File: src/rtl/addsub_pkg.sv
`default_nettype none
// ============================================================================
// Module   : addsub_pkg
// Brief    : Shared state encoding and mode constants for the serial add/sub.
// Revision : 1.0 - initial release
// ============================================================================
package addsub_pkg;

   typedef enum logic [1:0] {
      IDLE = 2'd0,
      RUN  = 2'd1,
      DONE = 2'd2
   } state_t;

   localparam logic MODE_ADD = 1'b0;
   localparam logic MODE_SUB = 1'b1;

endpackage
`default_nettype wire

File: src/rtl/fa_fs_bit.sv
`default_nettype none
// ============================================================================
// Module   : fa_fs_bit
// Brief    : Combinational one-bit full adder / full subtractor.
// Revision : 1.0 - initial release
// ============================================================================
module fa_fs_bit
   import addsub_pkg::*;
(
   input  logic a,
   input  logic b,
   input  logic cin,
   input  logic mode,
   output logic s,
   output logic cout
);

   logic w_x;

   assign w_x = a ^ b;
   assign s   = w_x ^ cin;

   // cin doubles as borrow-in; cout is carry-out for add, borrow-out for sub
   assign cout = (mode == MODE_SUB) ? ((~a & b) | (cin & ~w_x))
                                    : ((a & b)  | (cin & w_x));

endmodule
`default_nettype wire

File: src/rtl/serial_addsub.sv
`default_nettype none
// ============================================================================
// Module   : serial_addsub
// Brief    : Bit-serial WIDTH-bit adder/subtractor, LSB first, one bit/clock.
// Revision : 1.0 - initial release
// ============================================================================
module serial_addsub
   import addsub_pkg::*;
#(
   parameter int WIDTH = 8
)(
   input  logic             clk,
   input  logic             rst_n,
   input  logic             start,
   input  logic             mode,
   input  logic [WIDTH-1:0] a,
   input  logic [WIDTH-1:0] b,
   output logic             busy,
   output logic             done,
   output logic [WIDTH-1:0] result,
   output logic             cout,
   output logic             overflow
);

   localparam int            CW     = (WIDTH > 1) ? $clog2(WIDTH) : 1;
   localparam logic [CW-1:0] C_LAST = CW'(WIDTH - 1);

   state_t           r_state, w_next;
   logic [WIDTH-1:0] r_a_sr, r_b_sr;
   logic             r_a_msb, r_b_msb, r_mode, r_c;
   logic [CW-1:0]    r_cnt;
   logic             w_accept, w_last, w_s, w_cout, w_ovf;

   fa_fs_bit u_cell (
      .a    (r_a_sr[0]),
      .b    (r_b_sr[0]),
      .cin  (r_c),
      .mode (r_mode),
      .s    (w_s),
      .cout (w_cout)
   );

   assign w_accept = start && (r_state != RUN);
   assign w_last   = (r_state == RUN) && (r_cnt == C_LAST);

   // w_s is the result MSB on the final bit, so overflow resolves on that edge
   assign w_ovf = (r_mode == MODE_ADD) ? ((r_a_msb == r_b_msb) && (w_s != r_a_msb))
                                       : ((r_a_msb != r_b_msb) && (w_s != r_a_msb));

   always_ff @(posedge clk or negedge rst_n) begin
      if (!rst_n) r_state <= IDLE;
      else        r_state <= w_next;
   end

   always_comb begin
      w_next = r_state;
      case (r_state)
         IDLE:    if (start) w_next = RUN;
         RUN:     if (w_last) w_next = DONE;
         DONE:    w_next = start ? RUN : IDLE;
         default: w_next = IDLE;
      endcase
   end

   always_ff @(posedge clk or negedge rst_n) begin
      if (!rst_n) begin
         r_a_sr   <= '0;
         r_b_sr   <= '0;
         r_a_msb  <= 1'b0;
         r_b_msb  <= 1'b0;
         r_mode   <= MODE_ADD;
         r_c      <= 1'b0;
         r_cnt    <= '0;
         result   <= '0;
         cout     <= 1'b0;
         overflow <= 1'b0;
      end else if (w_accept) begin
         r_a_sr   <= a;
         r_b_sr   <= b;
         r_a_msb  <= a[WIDTH-1];
         r_b_msb  <= b[WIDTH-1];
         r_mode   <= mode;
         r_c      <= 1'b0;
         r_cnt    <= '0;
         result   <= '0;
         cout     <= 1'b0;
         overflow <= 1'b0;
      end else if (r_state == RUN) begin
         r_a_sr <= r_a_sr >> 1;
         r_b_sr <= r_b_sr >> 1;
         r_c    <= w_cout;
         r_cnt  <= r_cnt + CW'(1);
         result <= {w_s, result[WIDTH-1:1]};
         if (w_last) begin
            cout     <= w_cout;
            overflow <= w_ovf;
         end
      end
   end

   assign busy = (r_state == RUN);
   assign done = (r_state == DONE);

endmodule
`default_nettype wire
File: config.mk
export PLATFORM = sky130hd
export DESIGN_NAME = serial_addsub
export DESIGN_NICKNAME = d
export VERILOG_FILES = /design/src/rtl/addsub_pkg.sv /design/src/rtl/fa_fs_bit.sv /design/src/rtl/serial_addsub.sv
export SDC_FILE = /design/constraint.sdc
export NUM_CORES = 1
export LEC_CHECK = 0
export ABC_AREA = 1
export CORE_ASPECT_RATIO = 1.75
export CORE_MARGIN = 3
export CORE_UTILIZATION = 45
export DETAILED_ROUTE_END_ITERATION = 6
export PLACE_DENSITY_LB_ADDON = 0.25
export SLEW_MARGIN = 20
export SYNTH_ARGS = -nofsm -noshare
export SYNTH_HDL_FRONTEND = slang
export SYNTH_SLANG_ARGS = --single-unit
export TNS_END_PERCENT = 1
File: constraint.sdc
create_clock -name clk -period 1.3 [get_ports clk]
set_clock_uncertainty 0.05 [all_clocks]
set_input_delay 0.26 -clock clk [delete_from_list [all_inputs] [get_ports clk]]
set_output_delay 0.26 -clock clk [all_outputs]
set_load 0.005 [all_outputs]
==> flow_summary.ini <==
[synth]
synth_area_leaders = dfrtp_1 56%, nand2_1 17%, nand3_1 5.8%
yosys.cell_types.count = 17
syn_nets = 196
synthSimpleGateAreaFrac_pct = 26.3
synth_largest_area_cell = dfrtp_1
synth.area.mux_share_pct = 0
yosysTopAreaCellShare_pct = 56.5
syn_inst = 172
synth_top_family_by_area = simple AND/OR/NAND/NOR gates
synthAdderAreaFrac_pct = 4.19
netlist_area_sq_mm = 0.00155
yosysSeqAreaShare_pct = 56.5
ys_ff_latch = 35
synthXorXnorAreaFrac_pct = 0
syn_area_per_cell_sq_um = 9.02
yosysWarnings = 0
synth_compound_area_share_pct = 4.84

[detailed_routing]
drt_wl_total_um = 3270
avgRoutedWirePerCell_um = 12.5
drtPass1Iterations = 4
first_iter_violations = 24
vias = 1309
via_per_inst = 5.00
post-route-drc-count = 0
ant_nets = 0

[status]
outcome = finished, violations left
violations = setup timing

[global_routing]
grt_antenna_before_repair = 0
grt_max_degree = 36
grt_usage_pct = 17.7
grt_pass1_vias = 1319
grt_overflow = 0
grt_pass1_wl_um = 5740

[pwr]
peakVddDrop_mv = 1.35
leakagePower_nw = 1.11
finalPower_mw = 4.59
power_density_mw_per_mm2 = 2130

[setup_path]
reg2regPathDepth = 6
crit_type = reg -> reg
cp-start-kind = register
cp_max_fo = 2
crit_arrival_ns = 1.54
cp-end-kind = register
cp.required_ns = 1.42

[clocking]
clockBufferDepth = 2
clk_pin_slew_ns = 0.07
root_buffer = clkbuf_8
ctsHoldBuffers = 0
clock-sinks = 35
cts_made_buffers = 5
clk_latency_ns = 0.29
clock_tree.htree_level_count = 2
cts_tree = yes

[place]
hpwl_um = 2410
gp_congestion = 0.780
place_ws_ns = -0.148
place.port_buffers = 31
dpl-instance-area_sq_mm = 0.00198

[timing]
worst_pin_slew_ns = 0.190
final-setup-viol-count = 6
setup_tns_ns = -0.334
max_freq_mhz = 707
fin_crit_sh_pct = 109
slew_headroom_pct = 87.3
final.min_clock_period_ns = 1.42
finalMaxSlewViolations = 0
grt_setup_unrepaired = true
hold_violations = 0
worst_slack_ns = -0.115

[die]
die_area_sq_mm = 0.00422
initial_core_util_pct = 47.8
num_rows = 27
placeableCoreArea_sq_mm = 0.00324
die_h_um = 83.7
die_w_um = 50.4
pin_count = 32

[cells_and_area]
antenna_cells = 0
final_nets = 242
final_util_pct = 66.4
nFillCells = 277
drive_gt1_share_pct = 20.5
synthToLayoutAreaGrowth_pct = 38.8
fin_area_sq_mm = 0.00215

[worst_hold_path]
min_path_type = in -> async

[flow_run]
maxCapViolations = 0
==> path summary, 6_finish.rpt <==
path,from,end,slack (ns)
worst max-delay path,r_c,overflow,-0.12
worst min-delay path,rst_n,r_state[1],0.30
worst max register to register,r_c,overflow,-0.12
worst min register to register,r_a_sr[3],r_a_sr[3],0.43
max in group asynchronous,rst_n,r_b_msb,0.72
min in group clk,r_a_sr[3],r_a_sr[3],0.43
==> critical path: stages, from the launching register on <==
cell and delay [ns]:
dfrtp_1 0.41, fa_1 0.57, inv_1 0.06, nand2_1 0.05
nand3_1 0.06, nand3_1 0.06, nand2_1 0.05
==> kinds of logic after synthesis <==
family / Yosys count
AND/OR/NAND/NOR: 95
flip-flops: 35
buffers and inverters: 25
adder cells (fa/ha/maj): 4
AO/OA/AOI/OAI: 13
==> where the power goes <==
group	total [mW]	switching, mW	internal, mW
clock network	0.756	0.382	0.374
registers	1.80	0.260	1.54
logic	2.04	1.08	0.960
total	4.59	1.72	2.87
==> metal layers <==
metal	track usage (%)	vias to the layer above	share of wire (%)
met5	0	-	0
met4	6.62	0	2.3
met3	4.29	8	4.2
met2	32.3	30	59
met1	19.1	642	34
li1	-	629	-
==> final cells by class <==
class | instances | area [sq um] | area share, %
multi-input combinational | 112 | 612 | 28.4
inverter | 19 | 76.3 | 3.54
clock inverter | 2 | 12.5 | 0.581
clock buffer | 6 | 72.6 | 3.37
sequential | 35 | 876 | 40.7
tap | 43 | 53.8 | 2.50
timing repair buffer | 45 | 450 | 20.9
==> through the flow <==
stage,cells,hold WS (ns)
after CTS,261,0.305
final,262,0.298
after detailed placement,251,0.417
after global routing,262,0.315
after global placement,251,0.408
after floorplan,172,-0.0856
==> state kept, by name (all words and copies together) (netlist names) <==
register and cells:
cout 1, r_a_msb 1, result 8, r_a_sr 8, r_state 2, overflow 1, r_b_sr 8, r_mode 1
r_cnt 3, r_c 1, r_b_msb 1
==> timing repair <==
item	4_1_cts	5_1_grt
buffers inserted	2	1
gates resized for setup	23	21
endpoints found under the setup margin	35	35
pin swaps	6	6
==> cell usage in the layout, fill, tap and decap left out, drive strengths merged <==
cell	n
nand2	74
dfrtp	35
clkdlybuf4s50	19
inv	19
nand3	18
buf	15
dlygate4sd2	10
o22ai	8
clkbuf	7
o21ai	4
nor2	3
ha	2
fa	2
a21oi	1
clkinv	1
clkinvlp	1
==> cell usage after synthesis (all sizes together) <==
cell    n
a21oi   1
buf     6
dfrtp  35
fa      2
ha      2
inv    19
nand2  74
nand3  18
nor2    3
o21ai   4
o22ai   8
No activity file was read; power rests on OpenSTA's default activity.
